==> config.mk <==
export PLATFORM = sky130hd
export DESIGN_NAME = tick_sequencer
export DESIGN_NICKNAME = d
export VERILOG_FILES = /design/src/rtl/tick_pkg.sv /design/src/rtl/phase_accumulator.sv /design/src/rtl/tick_sequencer.sv
export SDC_FILE = /design/constraint.sdc
export NUM_CORES = 1
export LEC_CHECK = 0
export ABC_AREA = 0
export BUFFER_PORTS_ARGS = -buffer_cell sky130_fd_sc_hd__buf_2
export CAP_MARGIN = 10
export CORE_MARGIN = 8
export CORE_UTILIZATION = 50
export CTS_CLUSTER_SIZE = 28
export DETAILED_ROUTE_END_ITERATION = 10
export PLACE_DENSITY = 0.73
export SETUP_SLACK_MARGIN = 0.1
export SLEW_MARGIN = 20
export SYNTH_ARGS = -nofsm -noshare
export SYNTH_HDL_FRONTEND = slang
export SYNTH_SLANG_ARGS = --single-unit
==> constraint.sdc <==
create_clock -name i_clk -period 4.04 [get_ports i_clk]
set_input_delay 0 -clock i_clk [delete_from_list [all_inputs] [get_ports i_clk]]
set_output_delay 0 -clock i_clk [all_outputs]
set_load 0.05 [all_outputs]
==> src/rtl/tick_pkg.sv <==
// Shared types and elaboration helpers for the tick sequencer.
package tick_pkg;

    typedef enum logic [1:0] {
        OP_STOP  = 2'b00,
        OP_RUN   = 2'b01,
        OP_STEP  = 2'b10,
        OP_CLEAR = 2'b11
    } op_e;

    typedef enum logic [1:0] {
        ST_IDLE = 2'b00,
        ST_ARM  = 2'b01,
        ST_RUN  = 2'b10,
        ST_STEP = 2'b11
    } state_e;

    // Accumulator must hold acc + rate, which stays below 2*ref_hz.
    function automatic int unsigned acc_width(input longint unsigned ref_hz);
        return $clog2(64'd2 * ref_hz);
    endfunction

    function automatic logic [63:0] clamp_rate(input logic [63:0] tps, input logic [63:0] limit);
        return (tps > limit) ? limit : tps;
    endfunction

endpackage

==> src/rtl/phase_accumulator.sv <==
// Modulo-REF_CLK_HZ phase accumulator; flags the wrap and the half-period crossing combinationally.
module phase_accumulator #(
    parameter int unsigned REF_CLK_HZ = 50_000_000,
    parameter int unsigned ACC_W      = 27
) (
    input  logic             i_clk,
    input  logic             i_rst_n,
    input  logic             i_clr,
    input  logic             i_en,
    input  logic [ACC_W-1:0] i_rate,
    output logic             o_tick,
    output logic             o_half
);

    localparam logic [ACC_W-1:0] MODULUS = ACC_W'(REF_CLK_HZ);
    localparam logic [ACC_W-1:0] HALF    = ACC_W'(REF_CLK_HZ / 2);

    logic [ACC_W-1:0] acc_q, acc_d;
    logic [ACC_W-1:0] sum;

    assign sum    = acc_q + i_rate;
    assign o_tick = i_en && (sum >= MODULUS);
    // A wrap always leaves the residue below HALF because the rate never exceeds HALF.
    assign o_half = i_en && !o_tick && (sum >= HALF);

    always_comb begin
        acc_d = acc_q;
        if (i_clr) begin
            acc_d = '0;
        end else if (o_tick) begin
            acc_d = sum - MODULUS;
        end else if (i_en) begin
            acc_d = sum;
        end
    end

    always_ff @(posedge i_clk or negedge i_rst_n) begin
        if (!i_rst_n) begin
            acc_q <= '0;
        end else begin
            acc_q <= acc_d;
        end
    end

endmodule

==> src/rtl/tick_sequencer.sv <==
// Redstone tick generator: run/stop/single-step control, tick strobe, square tick clock and tick counter.
module tick_sequencer
    import tick_pkg::*;
#(
    parameter int unsigned REF_CLK_HZ = 50_000_000,
    parameter int unsigned TPS_WIDTH  = 32,
    parameter int unsigned STEP_WIDTH = 16,
    parameter int unsigned CNT_WIDTH  = 32
) (
    input  logic                  i_clk,
    input  logic                  i_rst_n,
    input  logic [TPS_WIDTH-1:0]  i_tps,
    input  logic                  i_cmd_valid,
    input  logic [1:0]            i_cmd_op,
    input  logic [STEP_WIDTH-1:0] i_cmd_arg,
    output logic                  o_cmd_ready,
    output logic                  o_tick,
    output logic                  o_tick_clk,
    output logic [CNT_WIDTH-1:0]  o_tick_count,
    output logic                  o_step_done,
    output logic [1:0]            o_state
);

    localparam int unsigned ACC_W    = acc_width(64'(REF_CLK_HZ));
    localparam logic [63:0] RATE_MAX = 64'(REF_CLK_HZ / 2);

    state_e                state_q, state_d;
    logic                  mode_step_q, mode_step_d;
    logic [STEP_WIDTH-1:0] remaining_q, remaining_d;
    logic [CNT_WIDTH-1:0]  count_q, count_d;
    logic                  tick_q, tick_d;
    logic                  tclk_q, tclk_d;
    logic                  done_q, done_d;

    op_e              op;
    logic             cmd_ready, cmd_fire, active, leaving;
    logic             acc_clr, wrap, half, tick_fire;
    logic [ACC_W-1:0] rate;

    assign op        = op_e'(i_cmd_op);
    assign cmd_ready = (state_q != ST_ARM);
    assign cmd_fire  = i_cmd_valid && cmd_ready;
    assign active    = (state_q == ST_RUN) || (state_q == ST_STEP);
    assign rate      = ACC_W'(clamp_rate(64'(i_tps), RATE_MAX));
    assign leaving   = active && ((state_d == ST_IDLE) || (state_d == ST_ARM));
    assign acc_clr   = (state_q == ST_ARM) || leaving;
    // A wrap coinciding with STOP or a re-arm is dropped, not issued.
    assign tick_fire = wrap && !acc_clr;

    phase_accumulator #(
        .REF_CLK_HZ (REF_CLK_HZ),
        .ACC_W      (ACC_W)
    ) u_acc (
        .i_clk   (i_clk),
        .i_rst_n (i_rst_n),
        .i_clr   (acc_clr),
        .i_en    (active),
        .i_rate  (rate),
        .o_tick  (wrap),
        .o_half  (half)
    );

    always_ff @(posedge i_clk or negedge i_rst_n) begin
        if (!i_rst_n) begin
            state_q <= ST_IDLE;
        end else begin
            state_q <= state_d;
        end
    end

    always_comb begin
        state_d = state_q;
        case (state_q)
            ST_IDLE: begin
                if (cmd_fire && (op == OP_RUN)) begin
                    state_d = ST_ARM;
                end else if (cmd_fire && (op == OP_STEP) && (i_cmd_arg != '0)) begin
                    state_d = ST_ARM;
                end
            end
            ST_ARM: state_d = mode_step_q ? ST_STEP : ST_RUN;
            default: begin
                if (cmd_fire && (op == OP_STOP)) begin
                    state_d = ST_IDLE;
                end else if (cmd_fire && (op == OP_RUN) && (state_q == ST_STEP)) begin
                    state_d = ST_ARM;
                end else if (cmd_fire && (op == OP_STEP)) begin
                    state_d = (i_cmd_arg != '0) ? ST_ARM : ST_IDLE;
                end else if ((state_q == ST_STEP) && done_q) begin
                    state_d = ST_IDLE;
                end
            end
        endcase
    end

    always_comb begin
        o_cmd_ready  = cmd_ready;
        o_tick       = tick_q;
        o_tick_clk   = tclk_q;
        o_tick_count = count_q;
        o_step_done  = done_q;
        o_state      = state_q;
    end

    always_comb begin
        mode_step_d = mode_step_q;
        remaining_d = remaining_q;
        count_d     = count_q;
        tick_d      = tick_fire;
        done_d      = 1'b0;
        tclk_d      = tclk_q;
        if (tick_fire) begin
            tclk_d = 1'b1;
        end else if (half) begin
            tclk_d = 1'b0;
        end
        if ((state_d == ST_IDLE) || (state_d == ST_ARM)) begin
            tclk_d = 1'b0;
        end
        if (tick_fire && (state_q == ST_STEP) && (remaining_q != '0)) begin
            remaining_d = remaining_q - STEP_WIDTH'(1);
            done_d      = (remaining_q == STEP_WIDTH'(1));
        end
        if (cmd_fire && (op == OP_STEP)) begin
            mode_step_d = 1'b1;
            remaining_d = i_cmd_arg;
            done_d      = (i_cmd_arg == '0);
        end
        if (cmd_fire && (op == OP_RUN)) begin
            mode_step_d = 1'b0;
        end
        if (tick_fire) begin
            count_d = count_q + CNT_WIDTH'(1);
        end
        if (cmd_fire && (op == OP_CLEAR)) begin
            count_d = '0;
        end
    end

    always_ff @(posedge i_clk or negedge i_rst_n) begin
        if (!i_rst_n) begin
            mode_step_q <= 1'b0;
            remaining_q <= '0;
            count_q     <= '0;
            tick_q      <= 1'b0;
            tclk_q      <= 1'b0;
            done_q      <= 1'b0;
        end else begin
            mode_step_q <= mode_step_d;
            remaining_q <= remaining_d;
            count_q     <= count_d;
            tick_q      <= tick_d;
            tclk_q      <= tclk_d;
            done_q      <= done_d;
        end
    end

endmodule

== Yosys cells after proc, flatten, opt, wreduce, memory -nomap -nowiden ==
Index checks and enable logic that the tools add are counted.
Operators by class
  add/sub/neg operators: 4
  multipliers: 0
  div/mod/pow operators: 0
  $lt $le $gt $ge: 3
  equality and inequality tests: 9
  shifts and indexed selects: 0
  muxes and demuxes: 24
  bitwise operators: 0
  reduce and logical (&&, ||, !) cells: 31
Operator list (count)
  $mux 27: 4
  $mux 32: 2
  $add 32x1->32 const B: 1
  $gt 32x25->1 const B: 1
  $mux 16: 2
  $reduce_bool 16->1: 2
  $add 27x27->27: 1
  $ge 27x25->1 const B: 1
  $ge 27x26->1 const B: 1
  $sub 27x26->27 const B: 1
  $eq 16x1->1 const B: 1
  $logic_not 16->1: 1
  $sub 16x1->16 const B: 1
  $logic_and 1x1->1: 15
  $mux 2: 6
  $mux 1: 9
  $eq 2x2->1 const B: 4
  $eq 2x1->1 const B: 3
  $logic_not 2->1: 3
  $reduce_bool 2->1: 3
  $reduce_bool 3->1: 2
  $pmux 2 s2: 1
  $logic_or 1x1->1: 3
  $logic_not 1->1: 2
  $ne 2x1->1 const B: 1
Storage, ports and cells
  register bits: 81
  bits in latches: 0
  bits in writable memories: 0
  bits in read-only memories: 0
  input bits: 53
  output and inout port bits: 38
  logic and storage cells: 79
  memories kept: 0

== Logic depth before layout (Yosys ltp) ==
Gate-level depths: netlist of run 1.
  depth in word-level cells: 17
  mapped depth: 26
  mapped depth without buffers: 24

== Hierarchy ==
Synthesis of run 1 repeated with hierarchy kept, for this count alone.
Unflattened totals
  cell total of the unflattened synthesis: 847
  area, all modules: 6909.1 um2
By module, submodules not included
  phase_accumulator: times used 1, cells each 453, area each 3534.6 um2, seq. area each 675.6 um2
  tick_sequencer: times used 1, cells each 394, area each 3374.5 um2, seq. area each 1351.3 um2

== Worst setup path before layout of run 1 ==
No wires, ideal clock.
  path type: input to register
  start point: input i_tps[10]
  end point: register u_acc.acc_q[23]
  setup time: 122 ps
  arrival: 5001 ps
  required time: 3918 ps
  slack: -1083 ps
  stages: 23
  buffers on the path: 2
  cell sequence: nor4_1 > nand2b_1 > a21oi_1 > nor2b_1 > o21a_1 > o221ai_1 > and3_1 > clkbuf_1 > and2_1 > ha_1 > nor2b_4 > o31a_4 > o41ai_4 > xor2_2 > ha_1 > inv_1 > nor4_2 > a2111o_1 > a2111o_1 > a31oi_1 > buf_2 > nand4_1 > a32o_1
Between the ends
  longest elaborated chain between the ends: 7
  elaborated cells on any way between the ends: 10
  classes of those cells: 2 x add/sub; 2 x order compare; 4 x mux; 2 x reduce/logical
RTL lines
  start, declared: line tick_sequencer.sv:12  | input logic [TPS_WIDTH-1:0] i_tps,
  $gt 32x25->1: line tick_pkg.sv:24  | return (tps > limit) ? limit : tps;
  $mux 27 *: line tick_pkg.sv:24
  $add 27x27->27 *: line phase_accumulator.sv:21  | assign sum = acc_q + i_rate;
  $ge 27x26->1: line phase_accumulator.sv:22  | assign o_tick = i_en && (sum >= MODULUS);
  $logic_and 1x1->1: line phase_accumulator.sv:22
  $mux 27: line phase_accumulator.sv:30  | end else if (o_tick) begin
  $mux 27: line phase_accumulator.sv:28  | if (i_clr) begin
  end signal, assigned: line phase_accumulator.sv:39  | acc_q <= '0;
  end signal, assigned: line phase_accumulator.sv:41  | acc_q <= acc_d;
  end, declared: line phase_accumulator.sv:18  | logic [ACC_W-1:0] acc_q, acc_d;
Every way passes the cells marked *; elsewhere a longest branch is shown, timed or not. The select of a mux whose other input is x is not followed.
A chain may end at the register's enable or synchronous reset.

== Worst setup path in the final report of run 1 ==
  start point: input i_tps[7]
  end point: register remaining_q[14]
Between the ends
  longest elaborated chain between the ends: 9
RTL lines
  $gt 32x25->1: line tick_pkg.sv:24
  $mux 27 *: line tick_pkg.sv:24
  $add 27x27->27 *: line phase_accumulator.sv:21
  $ge 27x26->1 *: line phase_accumulator.sv:22
  $logic_and 1x1->1 *: line phase_accumulator.sv:22
  $logic_and 1x1->1 *: line tick_sequencer.sv:48  | assign tick_fire = wrap && !acc_clr;
  $logic_and 1x1->1 * (2 in a row): line tick_sequencer.sv:120  | if (tick_fire && (state_q == ST_STEP) && (remaining_q != '0)) begin
  $reduce_bool 2->1 (no source line) *
  end signal, assigned: line tick_sequencer.sv:150  | remaining_q <= remaining_d;
  end, declared: line tick_sequencer.sv:29  | logic [STEP_WIDTH-1:0] remaining_q, remaining_d;
Every way passes the cells marked *; elsewhere a longest branch is shown, timed or not.

==> results.cfg, run 1 <==
[logic_synthesis]
yosysWarnings = 0
synth_top_cell_area_share = 0.2976
synth-compound-area-share = 0.2827
synth_top_flop_cell = dfrtp_1
synth_edf_count = 0
synth_xor_area_frac = 0.03197
synth_top_family_by_area = simple AND/OR/NAND/NOR gates
ys_ff_latch = 81
synth_cell_types = 86
synth_area_leaders = dfrtp_1 (30%), ha_1 (5.5%), a21oi_1 (4.9%), nand2_1 (4.1%), o21ai_0 (4.0%)
yosys.area_share.simple = 0.2883
synth_top_cell_by_area = dfrtp_1
synthCells = 840
postSynthAreaPerCell_um2 = 8.107
syn_nets = 924
yosys.area_share.adder = 0.05806
async_reset_ff_frac = 1.000
synthMuxAreaShare = 0.005879
synth-seq-area-share = 0.2976
netlist_area_um2 = 6810

[floorplanning]
fp.dieW_um = 132.7
io_pins = 91
dieArea_um2 = 17610
core_area_um2 = 13300
rows = 42
dieHeight_um = 132.7
start_util = 0.5122

[route]
drt_iter0_markers = 860
wl_per_cell_um = 19.79
drcViolationCount = 0
vias_per_cell = 6.401
detail-route-antenna-nets = 0
drt-total-wl_um = 25990
drt-pass1-iter-count = 8
dr_total_vias = 8405

[clock_network]
clock_latency_ns = 0.34
cts_tree = yes
path_clk_slew_ns = 0.06
cts_buffers = 9
cts.sinks = 81
h-tree-depth = 3
root_buffer = clkbuf_16
cts_buffer_depth = 2

[timing]
max_slew_margin = 0.2743
rsz0062_at_grt = yes
timing.final.crit_period_ns = 4.676
setup_viol = 71
fin_crit_sh = 1.157
setup_ws_ns = -0.6361
skew_ns = 0.01059
drv_slew = 0
hold_viol = 0
max_freq_mhz = 213.9
worst_slew_pin_slew_ns = 1.086

[critical_path]
critical_path_arrival_ns = 4.93
cp-end-kind = flip-flop
crit_type = input port to flip-flop
crit_required_ns = 4.29
crit_path_max_fanout = 8
worstSetupStartpointType = input port

[grt]
gr-total-overflow = 0
antenna_found_initial = 0
grt_max_degree = 82
first_global_vias = 7843
grt_first_pass_wirelength_um = 38480
track_usage = 0.2611

[placement]
gp_congestion = 0.9108
place_hpwl_um = 16420
pre_cts_slack_ns = -1.063
portBuffers = 90
dp.cells = 1242

[power_and_ir_drop]
ir_worst_vdd_v = 0.0005408
p_per_area_nw_per_um2 = 770.2
p_leak_nw = 4.539

[min_path]
hp-class = input port to flip-flop

[run_status]
outcome = complete, but fails checks
violations = negative setup slack

[finish]
layout-drive-gt1-share = 0.4019
areaGrowthSynthToFinish_pct = 52.25
fin_cells = 1313
diodes = 0
fin_nets = 1216

[job]
maxCapViolations = 0
## through the flow
step,hold slack [ns],instance area [um^2],TNS (ns),power [mW],utilization
floorplan,-0.2956,7007,-32.23,3.794,-
global placement,0.2423,8757,-52.18,5.617,0.6587
detailed placement,0.2416,8757,-64.92,5.696,0.6587
CTS,0.05591,9847,-21.39,7.315,0.7406
global route,0.1065,10370,-47.65,8.367,0.7799
finish,0.08073,10370,-32.07,7.986,0.7799
## timing repair
item	4_1_cts	5_1_grt
cloned	5	1
setup buffers	16	14
hold endpoints to repair	98	0
setup endpoints to repair	71	71
pin swaps	35	40
resized for setup	81	87
hold buffers	19	0
## layer usage
metal,GRT usage,vias to the layer above,routed length (um)
met2,0.4285,512,12100
met4,0.09148,0,975
li1,-,3797,-
met5,0,-,0
met3,0.04618,105,2119
met1,0.3379,3991,10790
## cells in the mapped netlist (all sizes together) (4+ instances only)
| cell type | count |
|---|---|
| a32oi | 6 |
| nand3 | 37 |
| nor4 | 15 |
| a21o | 8 |
| xor2 | 9 |
| dfrtp | 81 |
| a21oi | 68 |
| a21boi | 4 |
| nor3 | 20 |
| a31o | 4 |
| buf | 12 |
| nor2b | 4 |
| or4 | 18 |
| o211ai | 11 |
| a211oi | 9 |
| a21bo | 4 |
| or3 | 31 |
| and2 | 24 |
| clkbuf | 26 |
| a31oi | 19 |
| o31ai | 20 |
| mux2i | 4 |
| a22o | 11 |
| o21a | 7 |
| o41ai | 7 |
| nand2 | 76 |
| nand2b | 23 |
| or2 | 4 |
| ha | 30 |
| xnor2 | 15 |
| and3 | 15 |
| nand3b | 8 |
| nand4 | 14 |
| nor2 | 66 |
| inv | 20 |
| o21ai | 58 |
## sequential cells by signal (all words and copies together), names as in the netlist
register,flops
o_tick,1
o_state,2
mode_step_q,1
o_tick_count,32
o_step_done,1
u_acc.acc_q,27
remaining_q,16
o_tick_clk,1
## final timing paths
kind | start | to | slack [ns] | depth (start not counted)
min | i_cmd_op[0] | remaining_q[1] | 0.08 | 4
max in group asynchronous | i_rst_n | o_tick_count[10] | 3.22 | 2
min reg2reg | u_acc.acc_q[24] | u_acc.acc_q[24] | 0.53 | 2
max reg2reg | u_acc.acc_q[0] | u_acc.acc_q[9] | -0.16 | 17
max | i_tps[7] | remaining_q[14] | -0.64 | 23
min in group asynchronous | i_rst_n | o_tick_count[18] | 0.28 | 2
## layout by cell type, fill, tap and decap left out, types with 17 or more instances in the layout
cell | netlist | layout
buf_4 | 1 | 175
buf_2 | 7 | 87
dfrtp_1 | 81 | 81
nand2_1 | 75 | 74
nor2_1 | 66 | 64
a21oi_1 | 66 | 43
nand3_1 | 36 | 35
buf_6 | 1 | 29
o21ai_0 | 55 | 28
a21oi_2 | 2 | 25
o21ai_1 | 3 | 24
nand2b_1 | 23 | 23
and2_1 | 24 | 20
ha_1 | 30 | 20
dlygate4sd3_1 | 0 | 19
inv_1 | 20 | 17
or3_1 | 31 | 17
## critical path, stage by stage
cell      delay, ns
buf_8          0.10
nor4_4         0.27
nand2b_1       0.10
a21oi_2        0.12
nor2b_1        0.06
o21a_1         0.17
o221ai_2       0.14
and3_4         0.26
and2_4         0.16
ha_4           0.19
buf_4          0.14
o211ai_1       0.32
o21ai_2        0.19
a21boi_2       0.19
buf_4          0.13
a211oi_1       0.08
or4b_2         0.68
o211ai_1       0.23
buf_4          0.23
nor4_2         0.08
a31o_4         0.33
or4b_4         0.58
a31oi_4        0.18
## final cells by class
cell class	instances	area, um^2
Clock buffer	11	242.7
Clock inverter	5	102.6
Fill cell	858	2927
Inverter	20	75.07
Multi-Input combinational cell	702	5278
Sequential cell	81	2027
Tap cell	176	220.2
Timing Repair Buffer	318	2424
## cells by family after synthesis
| family | count (synthesis) |
|---|---|
| AOI/OAI and AO/OA | 273 |
| adders and majority gates | 31 |
| DFF | 81 |
| buffers and inverters | 58 |
| xor gates and xnor gates | 24 |
| and+or+nand+nor | 368 |
| muxes | 4 |
| other | 1 |
## power breakdown
part	internal, mW	switching, mW
combinational	2.78	3.02
sequential	0.999	0.225
clock	0.620	0.340
total	4.40	3.58
Power figures use the tool's default switching activity.
==> inputs of run 2 (changes only) <==
--- a/config.mk
+++ b/config.mk
@@ -10,6 +10,7 @@
 export CAP_MARGIN = 10
 export CORE_MARGIN = 8
 export CORE_UTILIZATION = 50
+export CTS_BUF_LIST = sky130_fd_sc_hd__clkbuf_4 sky130_fd_sc_hd__clkbuf_8
 export CTS_CLUSTER_SIZE = 28
 export DETAILED_ROUTE_END_ITERATION = 10
 export PLACE_DENSITY = 0.73
==> run 2 against run 1 <==
Sequential power barely moved. Critical path type unchanged. Global-route usage rose by 0.28 points. Critical path depth did not move. Routed wire length fell by 2.8%. Non-clock buffer count fell by 3. The flow still finishes with violations (negative setup slack). Utilization fell by 1.2 points. Highest routed layer unchanged.
==> results.cfg, run 2 (same netlist as run 1, synthesis figures left out) <==
[run_status]
outcome = complete, but fails checks
violations = negative setup slack

[finish]
layout-drive-gt1-share = 0.4021
final_common_cell = buf_4
nFillCells = 866
fin_area_um2 = 10210
fin_nets = 1213
diodes = 0
fin_cells = 1310
areaGrowthSynthToFinish_pct = 49.99
seq_area_um2 = 2027
multiInputGateArea_um2 = 5285
fin_util = 0.7683
largest_register_ffs = 32
layout_common_cells = buf_4 (174), buf_2 (87), dfrtp_1 (81), nand2_1 (68), nor2_1 (64)

[grt]
top_usage_layer = met2
grt_first_pass_wirelength_um = 38830
antenna_found_initial = 0
gr-total-overflow = 0
track_usage = 0.2640
first_global_vias = 7978
use_met1 = 0.3396
grtUsageMet2 = 0.4361
grt_max_degree = 82
use_met3 = 0.04353

[timing]
setup_tns_ns = -27.44
max_freq_mhz = 220.0
worst_slew_pin_slew_ns = 0.9937
hold_viol = 0
fin_crit_sh = 1.125
timing.final.crit_period_ns = 4.545
fin_hold_ws_ns = 0.03766
drv_slew = 0
setup_viol = 71
rsz0062_at_grt = yes
setup_ws_ns = -0.5048
skew_ns = 0.01592
max_slew_margin = 0.3359

[critical_path]
critical_path_arrival_ns = 4.82
rr_worst_depth = 15
path_cells = buf_8 > nor4_4 > nand2b_1 > a21oi_2 > nor2b_1 > o21a_1 > o221ai_2 > and3_4 > and2_4 > ha_4 > buf_4 > o211ai_1 > o21ai_2 > a21boi_2 > buf_4 > a211oi_2 > or4b_2 > o211ai_1 > buf_4 > nor4_2 > a31o_4 > or4_1 > a31oi_1
cp_slowest_cell = or4b_2
r2r-start = u_acc.acc_q[0]
r2r-end = o_tick_count[7]
critical_path.endpoint = remaining_q[8]
regToRegSetupSlack_ns = -0.07
worstSetupStartpointType = input port
crit_top_cell = buf_4
startpoint = i_tps[7]
crit_path_max_fanout = 8
cpPeakStageDelay_ns = 0.67
crit_required_ns = 4.32
crit_type = input port to flip-flop
cp-end-kind = flip-flop

[route]
drt-total-wl_um = 25270
drt-pass1-iter-count = 8
drcViolationCount = 0
drt_iter0_markers = 704
dr_total_vias = 8167
wl_per_cell_um = 19.29
detail-route-antenna-nets = 0
vias_per_cell = 6.234

[placement]
dp.cells = 1242
gp_congestion = 0.9108
place_hpwl_um = 16420
portBuffers = 90
dpl_cell_area_um2 = 8757
pre_cts_slack_ns = -1.063

[clock_network]
cts_buffer_depth = 2
path_clk_slew_ns = 0.08
cts_buffers = 9
h-tree-depth = 3
cts.sinks = 81
cts_tree = yes
root_buffer = clkbuf_8
clock_latency_ns = 0.37

[min_path]
hp-start = i_cmd_op[0]
hp-class = input port to flip-flop

[floorplanning]
start_util = 0.5122
core_area_um2 = 13300
io_pins = 91
rows = 42
dieHeight_um = 132.7
fp.dieW_um = 132.7
dieArea_um2 = 17610

[power_and_ir_drop]
p_leak_nw = 4.460
ir_worst_vdd_v = 0.0005172
p_per_area_nw_per_um2 = 758.8
power_mw = 7.750

[job]
maxCapViolations = 0
## run 2: cell count changes in the layout (fill, tap and decap cells not counted), moves of 3 or more
cell | before | now
clkbuf_16 | 11 | 1
clkbuf_8 | 1 | 10
a21oi_2 | 25 | 18
nand2_2 | 1 | 8
a21oi_1 | 43 | 49
nand2_1 | 74 | 68
a21bo_2 | 1 | 4
a21bo_4 | 3 | 0
ha_4 | 8 | 11
or3_1 | 17 | 20
or3_4 | 14 | 11
or4_1 | 10 | 13
or4_4 | 8 | 5
## run 2: timing repair
action / 4_1_cts / 5_1_grt
hold endpoints to repair: 98 / 0
gates resized for setup: 91 / 75
pin swaps: 41 / 30
setup endpoints to repair: 71 / 71
hold buffers: 19 / 0
cloned: 6 / 0
setup buffers: 21 / 9
## run 2: how the worst min path moves through the flow
stage / endpoint / slack (ns) / cells after the start
after global routing: remaining_q[1] / 0.04 / 4
after global placement: remaining_q[1] / 0.24 / 3
after floorplan: mode_step_q / -0.30 / 0
after CTS: remaining_q[1] / 0.03 / 4
after detailed placement: remaining_q[1] / 0.24 / 3
final: remaining_q[1] / 0.04 / 4
## run 2: layer usage
layer	up-vias	share of wire
met3	81	0.079
met4	0	0.032
met2	388	0.47
li1	3782	-
met1	3916	0.41
met5	-	0
## run 2: report_power, final
group | internal [mW] | switching, mW | total, mW | leakage, nW
clock | 0.434 | 0.315 | 0.749 | 0.123
sequential | 0.997 | 0.228 | 1.23 | 1.06
combinational | 2.75 | 3.03 | 5.78 | 3.28
## run 2: layout make-up
cell class,instances,area share
repair buffers,315,0.2310
clock inverters,5,0.01004
flip-flops and latches,81,0.1984
inverters,20,0.007349
multi-input cells,702,0.5174
clock buffers,11,0.01421
well taps,176,0.02156
## run 2: critical path: cells and delay by family
family / cells / cell delay [ns]
buffers and inverters: 4 / 0.59
adder cells (fa/ha/maj): 1 / 0.19
AND/OR/NAND/NOR: 8 / 2.12
AO/OA/AOI/OAI: 10 / 1.93
==> inputs of run 3 (changes only) <==
--- a/config.mk
+++ b/config.mk
@@ -13,7 +13,7 @@
 export CTS_BUF_LIST = sky130_fd_sc_hd__clkbuf_4 sky130_fd_sc_hd__clkbuf_8
 export CTS_CLUSTER_SIZE = 28
 export DETAILED_ROUTE_END_ITERATION = 10
-export PLACE_DENSITY = 0.73
+export PLACE_DENSITY_LB_ADDON = 0.3
 export SETUP_SLACK_MARGIN = 0.1
 export SLEW_MARGIN = 20
 export SYNTH_ARGS = -nofsm -noshare
==> run 3 against run 2 <==
Combinational power is 3% higher. Clock power is 27% lower. Clock-buffer cell count is 2 lower. The flow still finishes with violations (negative setup slack). Utilization is 0.52 points higher. Cell area is 0.67% higher. Sequential share of layout area is 0.13 points lower. Hold slack better by 0.018 ns. Clock skew is 0.00078 ns lower. Register-to-register slack worse by 0.14 ns. Critical path depth is 2 higher. Die area stayed put. Setup slack worse by 0.17 ns.
==> results.cfg, run 3 (same netlist as run 1, synthesis figures left out) <==
[run_status]
outcome = complete, but fails checks
violations = negative setup slack

[grt]
grt_max_degree = 82
gr-total-overflow = 0
first_global_vias = 8083
grt_first_pass_wirelength_um = 40480
track_usage = 0.2762
antenna_found_initial = 0

[job]
maxCapViolations = 0

[clock_network]
cts_tree = yes
cts_buffer_depth = 2
clock_latency_ns = 0.38
h-tree-depth = 3
path_clk_slew_ns = 0.08
cts.sinks = 81
cts_buffers = 9
root_buffer = clkbuf_8

[min_path]
hp-class = input port to flip-flop

[floorplanning]
fp.dieW_um = 132.7
rows = 42
start_util = 0.5122
dieHeight_um = 132.7
io_pins = 91
dieArea_um2 = 17610
core_area_um2 = 13300

[route]
detail-route-antenna-nets = 0
vias_per_cell = 6.352
wl_per_cell_um = 19.71
drt-pass1-iter-count = 7
drt-total-wl_um = 26180
drcViolationCount = 0
drt_iter0_markers = 816
dr_total_vias = 8436

[timing]
setup_ws_ns = -0.6791
hold_viol = 0
setup_viol = 71
worst_slew_pin_slew_ns = 1.329
drv_slew = 0
rsz0062_at_grt = yes
max_slew_margin = 0.1045
timing.final.crit_period_ns = 4.719
fin_hold_ws_ns = 0.05576
fin_crit_sh = 1.168
skew_ns = 0.01513
setup_tns_ns = -37.05
max_freq_mhz = 211.9

[finish]
diodes = 0
fin_cells = 1328
final_common_cell = buf_4
layout_common_cells = buf_4 (194), buf_2 (87), dfrtp_1 (81), nand2_1 (69), nor2_1 (64)
fin_area_um2 = 10280
layout-drive-gt1-share = 0.4045
fin_nets = 1231
areaGrowthSynthToFinish_pct = 51.00
largest_register_ffs = 32

[power_and_ir_drop]
ir_worst_vdd_v = 0.0004145
p_per_area_nw_per_um2 = 750.9
p_leak_nw = 4.525

[placement]
portBuffers = 90
place_hpwl_um = 16580
gp_congestion = 0.9421
dp.cells = 1256
dpl_cell_area_um2 = 8862

[critical_path]
crit_type = input port to flip-flop
critical_path_arrival_ns = 5.02
crit_path_max_fanout = 7
worstSetupStartpointType = input port
crit_required_ns = 4.34
cp-end-kind = flip-flop
run 3: cell type report:
cell class | instances | area [um^2]
clock inverters | 7 | 47.55
multi-input cells | 702 | 5279
fillers | 849 | 3012
flip-flops and latches | 81 | 2027
repair buffers | 333 | 2509
inverters | 20 | 77.57
well taps | 176 | 220.2
clock buffers | 9 | 123.9
run 3: where the power goes:
| part | switching [mW] | total [mW] | internal (mW) | leakage, nW |
|---|---|---|---|---|
| combinational | 3.12 | 5.95 | 2.83 | 3.38 |
| clock | 0.327 | 0.548 | 0.222 | 0.0850 |
| sequential | 0.232 | 1.23 | 0.997 | 1.06 |
run 3: final timing paths:
kind | end | depth (start not counted) | slack (ns) | from
max | o_tick_count[12] | 25 | -0.68 | i_tps[8]
min | remaining_q[1] | 4 | 0.06 | i_cmd_op[0]
max reg2reg | o_tick_count[12] | 17 | -0.21 | u_acc.acc_q[0]
min reg2reg | remaining_q[7] | 2 | 0.54 | remaining_q[7]
max in group asynchronous | remaining_q[2] | 2 | 3.28 | i_rst_n
min in group asynchronous | o_tick_count[15] | 2 | 0.23 | i_rst_n
run 3: what timing repair did:
item,4_1_cts,5_1_grt
hold buffers,19,0
endpoints found under the hold margin,98,0
setup buffers,23,13
resized for setup,91,78
endpoints found under the setup margin,71,71
cloned,5,0
pin swaps,47,68
run 3: layer usage:
layer / vias to the layer above / global-route usage / share of wire
li1: 3819 / - / -
met2: 498 / 0.4638 / 0.48
met1: 4019 / 0.3468 / 0.40
met5: - / 0 / 0
met4: 0 / 0.1003 / 0.034
met3: 100 / 0.05034 / 0.086
run 3: stage by stage:
step	total power, mW	util	setup slack [ns]
final	7.722	0.7735	-0.6791
after global routing	8.126	0.7735	-0.8738
after CTS	6.973	0.7386	-0.4344
after detailed placement	5.681	0.6666	-0.9761
after global placement	5.587	0.6666	-0.8691
after floorplan	3.794	-	-0.6797
run 3: worst max-delay path: stages:
cell and delay, ns:
buf_6 0.10, nor4_4 0.29, nand2b_1 0.09, a21oi_1 0.14
nor2b_1 0.06, o21a_1 0.20, o221ai_2 0.14, and3_4 0.26
and2_4 0.16, ha_4 0.13, buf_4 0.10, buf_4 0.10
a211oi_1 0.06, buf_4 0.14, o21ai_1 0.38, a21oi_1 0.15
a221oi_2 0.35, nand3_2 0.13, a2111o_1 0.45, buf_6 0.14
a2111oi_4 0.44, o31ai_4 0.17, buf_12 0.17, or4_4 0.51
a21oi_2 0.14
